$ cat config.mk
export PLATFORM = sky130hd
export DESIGN_NAME = packet_demux
export DESIGN_NICKNAME = d
export VERILOG_FILES = /design/src/rtl/packet_demux.sv
export SDC_FILE = /design/constraint.sdc
export NUM_CORES = 1
export LEC_CHECK = 0
export CORE_MARGIN = 8
export CORE_UTILIZATION = 55
export DETAILED_ROUTE_END_ITERATION = 8
export PLACE_DENSITY = 0.8
export SKIP_LAST_GASP = 1
export SLEW_MARGIN = 5
export SYNTH_ARGS = -nofsm -noshare
export SYNTH_HDL_FRONTEND = slang
export SYNTH_SLANG_ARGS = --single-unit
$ cat constraint.sdc
create_clock -name clk_pixel -period 6.9 [get_ports clk_pixel]
set_clock_uncertainty 0.2 [all_clocks]
set_input_delay 1.38 -clock clk_pixel [delete_from_list [all_inputs] [get_ports clk_pixel]]
set_output_delay 1.38 -clock clk_pixel [all_outputs]
set_load 0.1 [all_outputs]
$ cat src/rtl/packet_demux.sv
// packet_demux
// Receive-side data island packet dispatcher. Takes one assembled,
// ECC-corrected packet (header + four 56-bit subpackets) per packet_valid
// strobe and routes it by packet type (HB0):
//   0x01 ACR          -> acr_n / acr_cts registers, acr_valid pulse
//   0x02 Audio Sample -> unpacked slot by slot into a show-ahead sample FIFO
//   0x82/0x83/0x84    -> checksum-checked InfoFrames, tracked per video field
// All other types are ignored.
//
// Ports
//   clk_pixel, reset_n         : sole clock, asynchronous active-low reset
//   packet_valid, header, sub  : packet strobe, HB0..HB2, subpackets 0..3
//   video_field_end            : strobe closing the current video field
//   acr_n, acr_cts, acr_valid  : last Audio Clock Regeneration values + pulse
//   avi_vic                    : VIC from the last good AVI InfoFrame
//   audio_valid/audio_ready    : FIFO head valid / consumer pop
//   audio_sample_word          : [0]=left, [1]=right of the FIFO head
//   audio_block_start          : IEC 60958 B flag of the FIFO head
//   audio_fifo_count           : FIFO occupancy
//   avi_present, audio_if_present, spd_present : InfoFrame seen last field
//   checksum_error             : pulse per InfoFrame with a bad checksum
//   audio_overflow, protocol_error : sticky error flags
//   unpack_active              : debug view of the unpack FSM (1 = UNPACK)
//
// Handshake: a FIFO pop happens at the clock edge where audio_valid and
// audio_ready are both high; the head is stable while audio_valid is high
// and audio_ready is low.
module packet_demux #(
    parameter int AUDIO_BIT_WIDTH = 16,
    parameter int FIFO_DEPTH      = 8
) (
    input  logic                                 clk_pixel,
    input  logic                                 reset_n,
    input  logic                                 packet_valid,
    input  logic [23:0]                          header,
    input  logic [3:0][55:0]                     sub,
    input  logic                                 video_field_end,
    output logic [19:0]                          acr_n,
    output logic [19:0]                          acr_cts,
    output logic                                 acr_valid,
    output logic [6:0]                           avi_vic,
    output logic                                 audio_valid,
    input  logic                                 audio_ready,
    output logic [1:0][AUDIO_BIT_WIDTH-1:0]      audio_sample_word,
    output logic                                 audio_block_start,
    output logic [$clog2(FIFO_DEPTH):0]          audio_fifo_count,
    output logic                                 avi_present,
    output logic                                 audio_if_present,
    output logic                                 spd_present,
    output logic                                 checksum_error,
    output logic                                 audio_overflow,
    output logic                                 protocol_error,
    output logic                                 unpack_active
);

    localparam int W  = AUDIO_BIT_WIDTH;
    localparam int AW = $clog2(FIFO_DEPTH);
    localparam int CW = AW + 1;
    localparam int EW = 2 * W + 1;   // FIFO entry: {B, R, L}

    typedef enum logic {
        IDLE   = 1'b0,
        UNPACK = 1'b1
    } state_t;

    state_t state, state_next;
    logic [1:0] slot, slot_next;

    // ------------------------------------------------------------------
    // Packet classification
    // ------------------------------------------------------------------
    logic [7:0] hb0;
    logic       accept;
    logic       is_acr;
    logic       is_audio;
    logic       is_if;
    logic [7:0] csum;
    logic       if_good;
    logic       if_bad;
    logic [2:0] seen_set;   // [0]=AVI, [1]=Audio InfoFrame, [2]=SPD

    assign hb0    = header[7:0];
    // While unpacking, every incoming packet is dropped.
    assign accept = packet_valid && (state == IDLE);

    always_comb begin
        csum = header[7:0] + header[15:8] + header[23:16];
        for (int k = 0; k < 4; k++) begin
            for (int j = 0; j < 7; j++) begin
                csum = csum + sub[k][8*j +: 8];
            end
        end
    end

    assign is_acr   = accept && (hb0 == 8'h01);
    // HB1[4] set means layout 1, which this block does not unpack.
    assign is_audio = accept && (hb0 == 8'h02) && !header[12];
    assign is_if    = accept && ((hb0 == 8'h82) || (hb0 == 8'h83) || (hb0 == 8'h84));
    assign if_good  = is_if && (csum == 8'h00);
    assign if_bad   = is_if && (csum != 8'h00);

    always_comb begin
        seen_set    = '0;
        seen_set[0] = if_good && (hb0 == 8'h82);
        seen_set[1] = if_good && (hb0 == 8'h84);
        seen_set[2] = if_good && (hb0 == 8'h83);
    end

    // ------------------------------------------------------------------
    // Audio unpack register (samples stored already truncated)
    // ------------------------------------------------------------------
    logic [3:0]        cap_present;
    logic [3:0]        cap_b;
    logic [3:0][W-1:0] cap_l;
    logic [3:0][W-1:0] cap_r;

    always_ff @(posedge clk_pixel or negedge reset_n) begin
        if (!reset_n) begin
            cap_present <= '0;
            cap_b       <= '0;
            cap_l       <= '0;
            cap_r       <= '0;
        end else if (is_audio) begin
            cap_present <= header[11:8];
            cap_b       <= header[23:20];
            for (int k = 0; k < 4; k++) begin
                cap_l[k] <= sub[k][23 -: W];
                cap_r[k] <= sub[k][47 -: W];
            end
        end
    end

    // ------------------------------------------------------------------
    // Unpack FSM: one slot per cycle, absent slots still take a cycle
    // ------------------------------------------------------------------
    logic          push;
    logic [EW-1:0] push_word;

    always_ff @(posedge clk_pixel or negedge reset_n) begin
        if (!reset_n) begin
            state <= IDLE;
            slot  <= 2'd0;
        end else begin
            state <= state_next;
            slot  <= slot_next;
        end
    end

    always_comb begin
        state_next = state;
        slot_next  = slot;
        push       = 1'b0;
        push_word  = {cap_b[slot], cap_r[slot], cap_l[slot]};
        case (state)
            IDLE: begin
                if (is_audio) begin
                    state_next = UNPACK;
                    slot_next  = 2'd0;
                end
            end
            UNPACK: begin
                push      = cap_present[slot];
                slot_next = slot + 2'd1;
                if (slot == 2'd3) begin
                    state_next = IDLE;
                end
            end
            default: begin
                state_next = IDLE;
            end
        endcase
    end

    assign unpack_active = (state == UNPACK);

    // ------------------------------------------------------------------
    // Sample FIFO (show-ahead). Pointers carry one extra wrap bit so
    // full and empty are distinguishable.
    // ------------------------------------------------------------------
    logic [EW-1:0] mem [FIFO_DEPTH];
    logic [AW:0]   wr_ptr;
    logic [AW:0]   rd_ptr;
    logic [CW-1:0] count;
    logic          full;
    logic          pop;
    logic          push_ok;
    logic [EW-1:0] head;

    assign count   = wr_ptr - rd_ptr;
    assign full    = (count == CW'(FIFO_DEPTH));
    assign pop     = audio_valid && audio_ready;
    // A pop in the same cycle frees the slot the push needs.
    assign push_ok = push && (!full || pop);

    always_ff @(posedge clk_pixel or negedge reset_n) begin
        if (!reset_n) begin
            wr_ptr <= '0;
            rd_ptr <= '0;
            for (int i = 0; i < FIFO_DEPTH; i++) begin
                mem[i] <= '0;
            end
        end else begin
            if (push_ok) begin
                mem[wr_ptr[AW-1:0]] <= push_word;
                wr_ptr              <= wr_ptr + 1'b1;
            end
            if (pop) begin
                rd_ptr <= rd_ptr + 1'b1;
            end
        end
    end

    assign head                 = mem[rd_ptr[AW-1:0]];
    assign audio_valid          = (count != '0);
    assign audio_fifo_count     = count;
    assign audio_sample_word[0] = head[W-1:0];
    assign audio_sample_word[1] = head[2*W-1:W];
    assign audio_block_start    = head[2*W];

    // ------------------------------------------------------------------
    // ACR, InfoFrame and status registers
    // ------------------------------------------------------------------
    logic [2:0] seen;

    always_ff @(posedge clk_pixel or negedge reset_n) begin
        if (!reset_n) begin
            acr_n            <= '0;
            acr_cts          <= '0;
            acr_valid        <= 1'b0;
            avi_vic          <= '0;
            checksum_error   <= 1'b0;
            seen             <= '0;
            avi_present      <= 1'b0;
            audio_if_present <= 1'b0;
            spd_present      <= 1'b0;
            audio_overflow   <= 1'b0;
            protocol_error   <= 1'b0;
        end else begin
            acr_valid      <= is_acr;
            checksum_error <= if_bad;
            if (is_acr) begin
                acr_cts <= {sub[0][11:8], sub[0][23:16], sub[0][31:24]};
                acr_n   <= {sub[0][35:32], sub[0][47:40], sub[0][55:48]};
            end
            if (seen_set[0]) begin
                avi_vic <= sub[0][38:32];
            end
            // A good InfoFrame coinciding with the field end belongs to the
            // field that is ending.
            if (video_field_end) begin
                avi_present      <= seen[0] | seen_set[0];
                audio_if_present <= seen[1] | seen_set[1];
                spd_present      <= seen[2] | seen_set[2];
                seen             <= '0;
            end else begin
                seen <= seen | seen_set;
            end
            if (push && !push_ok) begin
                audio_overflow <= 1'b1;
            end
            if (packet_valid && (state == UNPACK)) begin
                protocol_error <= 1'b1;
            end
        end
    end

endmodule

Word level (Yosys, flattened, before mapping)
Cells that the tools add are included.
{"block": "classes", "add_sub_neg": 34, "magnitude_cmp": 4, "eq_ne": 8, "muxes": 21, "bitwise": 7, "reduce_logical": 24}
{"operator": "$bwmux W264", "count": 1}
{"operator": "$add A8 B8 Y8", "count": 30}
{"operator": "$bmux W33 S3", "count": 1}
{"operator": "$demux W33 S3", "count": 1}
{"operator": "$mux W33", "count": 3}
{"operator": "$bmux W16 S2", "count": 2}
{"operator": "$mux W16", "count": 2}
{"operator": "$eq A8 B8 Y1 const B", "count": 3}
{"operator": "$logic_and A1 B1 Y1", "count": 15}
{"operator": "$add A4 B1 Y4 const B", "count": 2}
{"operator": "$eq A8 B1 Y1 const B", "count": 1}
{"operator": "$eq A8 B2 Y1 const B", "count": 1}
{"operator": "$ge A4 B4 Y1 const B", "count": 2}
{"operator": "$logic_not A8 Y1", "count": 1}
{"operator": "$not A3 Y4", "count": 2}
{"operator": "$reduce_bool A8 Y1", "count": 1}
{"operator": "$mux W1", "count": 5}
{"operator": "$bmux W1 S2", "count": 2}
{"operator": "$eq A4 B4 Y1 const B", "count": 1}
{"operator": "$lt A4 B1 Y1 const B", "count": 1}
{"operator": "$pmux W2 S2", "count": 1}
{"operator": "$reduce_bool A4 Y1", "count": 1}
{"operator": "$sub A4 B4 Y4", "count": 1}
{"operator": "$logic_not A1 Y1", "count": 3}
{"operator": "other kinds (11)", "count": 15}
{"block": "totals", "reg_bits": 468, "inputBits": 253, "out_inout_bits": 93, "elab_cells": 131}

Logic depth before layout (Yosys ltp)
{"block": "depth", "ltp_word": 35, "ltp_mapped": 25, "ltp_nobuf": 25}

Worst setup path after synthesis
No wires, ideal clock.
{"block": "synth_timing", "path_type": "input port to flip-flop", "start": "input port sub[170] (netlist name)", "end": "register avi_vic[0]", "setup_time_ps": 125, "arrival_time_ps": 7900, "t_required_ps": 6575, "path_slack_ps": -1325, "cell_stages": 20, "path_buffers": 0, "path_cell_list": "fa_1 > inv_1 > fa_1 > fa_1 > inv_1 > fa_1 > fa_1 > inv_1 > fa_1 > fa_1 > inv_1 > fa_1 > ha_1 > inv_1 > fa_1 > or4b_2 > nor3_1 > nand3b_1 > nor3b_4 > mux2_2"}
{"block": "synth_via", "elab_chain_len": 10}
{"item": "start, declared", "line_no": "36", "rtl": "input logic [3:0][55:0] sub,"}
{"item": "$add A8 B8 Y8 (7 in a row)", "line_no": "90", "rtl": "csum = csum + sub[k][8*j +: 8];"}
{"item": "$logic_not A8 Y1", "line_no": "99", "rtl": "assign if_good = is_if && (csum == 8'h00);"}
{"item": "$logic_and A1 B1 Y1", "line_no": "99"}
{"item": "$logic_and A1 B1 Y1", "line_no": "104", "rtl": "seen_set[0] = if_good && (hb0 == 8'h82);"}
{"item": "end signal, assigned", "line_no": "246", "rtl": "avi_vic <= sub[0][38:32];"}
{"item": "end, declared", "line_no": "41", "rtl": "output logic [6:0] avi_vic,"}
Every way passes these cells.
A chain may end at the register's enable or synchronous reset.

Worst setup path after layout
{"block": "layout_timing", "start": "input port sub[33] (netlist name)", "end": "register avi_vic[0]"}
{"block": "layout_via", "elab_chain_len": 27}
{"item": "$add A8 B8 Y8 (24 in a row)", "line_no": "90"}
{"item": "$logic_not A8 Y1", "line_no": "99"}
{"item": "$logic_and A1 B1 Y1", "line_no": "99"}
{"item": "$logic_and A1 B1 Y1", "line_no": "104"}
Every way passes these cells.

==> summary.md <==
| Metric | Value |
|---|---|
| Status | finished, violations left |
| Failing checks | setup timing |
| Worst rel slew slack | 0.179 |
| Routed len/inst | 25.8 µm |
| Startpoint types | primary input |
| Synth unique cells | 37 |
| H-Tree Depth | 2 |
| Avg Cell Area, Syn | 14.2 µm² |
| Post-CTS Hold Fix Bufs | 0 |
| Min-Delay Endpoint | acr_cts[4]$_DFFE_PN0P_ |
| Max Cap Violations | 0 |
| Die ar. | 53100 µm² |
| Initial core utilization | 0.557 |
| R2R Path Start | rd_ptr[0]$_DFFE_PN0P_ |
| Die height | 230 µm |
| Filler instances | 3143 |
| Synth Instances | 1786 |
| Mapped Nets | 2246 |
| Share of post-route cells with drive strength above 1 | 0.376 |
| Commonest non-fill, non-tap cell in the layout | dfrtp_1 |
| Endpoint class of the critical path | flop |
| Final Instance Area | 31900 µm² |
| Maximum achievable frequency | 130 MHz |
| Syn Std Cell Area | 25300 µm² |
| IO Port Bufs | 345 |
| Routed vias | 16.2k |
| Die Span X | 230 µm |
| FP Rows | 78 |
| Setup repair after global routing missed its margin | yes |
| Worst skew pair latency | 0.60 ns |
| Max Root-Sink Buffers | 3 |
| Nets@finish | 2694 |
| DRC violations left | 0 |
| Top post-synthesis cells by area | dfrtp_1, mux2_2, fa_1, mux4_2, nand2_1 |
| Pwr/cell area | 584 nW/µm² |
| Final slew viol count | 0 |
| GRT Residual Overflow | 0 |
| Setup TNS | -8.75 ns |
| Arrival time worst endpoint | 7.98 ns |
| Final HPWL DP | 56300 µm |
| Min-Delay Path Class | reg2reg |
| Worst vdd ir | 0.00251 V |
| Initial DRC count | 1207 |
| Pre-CTS setup slack | -1.80 ns |
| Sequential fraction of the synthesis area | 0.463 |
| Worst reg2reg setup slack | 2.29 ns |
| RD Place Congestion | 0.919 |
| Largest net degree at the start of global routing | 197 |
| Hold Crit Start | acr_cts[4]$_DFFE_PN0P_ |
| Kind of critical path | in2reg |
| Root buf cell | clkbuf_16 |
| CTS clk-pin slew, worst paths | 0.06 ns |
| Warnings, synthesis | 0 |
| Layout Area Growth over Synthesis | 26.1% |
| GRT Total Usage | 0.283 |
| Cell taking the most area after synthesis | dfrtp_1 |
| Max FO, Critical Path | 5 |
| CP required | 7.17 ns |
| Core Area | 45400 µm² |
| DP Area | 30200 µm² |
| Routed vias/inst | 5.63 |
| Commonest non-fill, non-tap cells in the layout | dfrtp_1, mux2_2, nand2_1, clkdlybuf4s50_1, fa_1 |
| Initial antenna violation count | 20 |
| Final ANT Viol Nets | 0 |
| Slew @ Worst Pin | 1.23 ns |
| Routed wire length | 74100 µm |
| Num CTS Buffers | 48 |
| Pre-antenna DRT Iters | 5 |
| Ports | 346 |
| Final hold vios | 0 |
| Number of cells on the worst reg-to-reg path | 10 |
| Pleak | 16.0 nW |
| Final setup violation count | 14 |
| Post-synth top area share | 0.463 |
| Final period util | 1.12 |
| Synth Register Bits | 468 |
| Final Critical Period | 7.71 ns |
| CTS Sinks | 468 |
| Setup WS post-layout | -0.808 ns |
| CTS tree | yes |
| Worst Hold Depth | 2 |
| Reg-to-reg endpoint | mem[131]$_DFFE_PN0P_ |
| Vias in the first global route | 18.4k |
| First-pass GRT wire length | 113000 µm |
synth_stat cells:
cell,count
o21a_1,1
a31oi_1,1
a21oi_1,9
and2_0,1
clkinv_1,1
dfrtp_1,468
nor3_1,2
nor3b_4,1
a41o_1,1
buf_2,26
xnor3_1,1
mux2_2,406
nand3_1,3
or4_1,3
nand4_1,1
xnor2_1,62
mux2i_1,1
o21ai_0,7
a21o_1,3
fa_1,178
or2_2,1
nor2_1,9
or4b_2,2
and2_1,2
xor2_1,8
ha_1,29
and3_1,1
clkbuf_1,49
nor4_1,2
nand3b_1,2
o21bai_1,2
o31a_2,1
nand2_1,234
buf_1,9
inv_1,158
nor2b_1,1
mux4_2,100
layout make-up:
cell class | instances | area, µm² | area share
inverter | 159 | 597 | 0.0187
tap | 600 | 751 | 0.0236
multi-input combinational | 1075 | 12800 | 0.402
sequential | 468 | 11700 | 0.368
clock inverter | 14 | 175 | 0.00550
clock buffer | 73 | 1400 | 0.0438
timing repair buffer | 482 | 4400 | 0.138
antenna | 5 | 12.5 | 0.000393
where the power goes:
group	internal [W]	total, W	leakage [nW]	switching, W
Combinational	0.00650	0.0130	8.68	0.00653
Clock	0.00151	0.00261	0.776	0.00110
Sequential	0.00280	0.00296	6.50	0.000159
through the flow:
stage	util	instances	total power (W)	hold WS [ns]
floorplan	-	1786	0.0108	0.245
global placement	0.666	2780	0.0145	0.254
detailed placement	0.666	2780	0.0148	0.262
CTS	0.701	2872	0.0181	0.279
global route	0.702	2873	0.0197	0.293
finish	0.702	2876	0.0186	0.277
routing by layer:
| metal | global-route usage | vias up | share of wire |
|---|---|---|---|
| li1 | - | 6936 | - |
| met1 | 0.345 | 8599 | 0.38 |
| met2 | 0.485 | 470 | 0.51 |
| met3 | 0.0694 | 158 | 0.066 |
| met4 | 0.106 | 30 | 0.042 |
| met5 | 0 | - | 0.0028 |
critical path: stages:
cell      delay (ns)
buf_6           0.10
fa_2            0.63
inv_2           0.06
fa_2            0.56
fa_2            0.45
fa_2            0.54
inv_2           0.04
fa_2            0.52
inv_2           0.04
fa_2            0.34
fa_1            0.51
inv_1           0.05
fa_1            0.49
ha_2            0.20
inv_2           0.04
fa_1            0.49
or4b_4          0.47
nor3_4          0.14
nand3b_1        0.16
nor3b_4         0.21
buf_6           0.15
buf_12          0.12
mux2_4          0.30
flip-flops by register name, indices dropped and copies added (netlist names), 2 cells and up:
signal,flops
acr_cts,20
acr_n,20
avi_vic,7
cap_b,4
cap_l,64
cap_present,4
cap_r,64
mem,264
rd_ptr,4
seen,3
slot,2
wr_ptr,4
logic make-up (layout without fill, tap and decap cells):
group                      Yosys count  in the layout  synth area share
muxes                              507            507             0.270
DFF                                468            468             0.463
and+or+nand+nor                    265            265            0.0423
buffers and inverters              243            728            0.0374
adders and majority gates          207            207             0.155
xor gates and xnor gates            71             71            0.0251
AOI/OAI and AO/OA                   25             25           0.00599
other                                0              5                 0
what timing repair did:
action	4_1_cts	5_1_grt
resized for setup	219	153
pin swaps	53	72
cloned	1	0
endpoints found under the setup margin	14	14
setup buffers	5	1
how the worst max path moves through the flow:
stage	startpoint	to	slack, ns	cells past startpoint
floorplan	sub[146]	avi_vic[0]$_DFFE_PN0P_	-1.06	18
finish	sub[33]	avi_vic[0]$_DFFE_PN0P_	-0.81	23
global placement	sub[154]	avi_vic[4]$_DFFE_PN0P_	-1.73	20
CTS	sub[34]	avi_vic[0]$_DFFE_PN0P_	-0.94	21
detailed placement	sub[25]	avi_vic[4]$_DFFE_PN0P_	-1.80	22
global route	sub[153]	avi_vic[4]$_DFFE_PN0P_	-0.95	23
No activity file was read; power rests on OpenSTA's default activity.
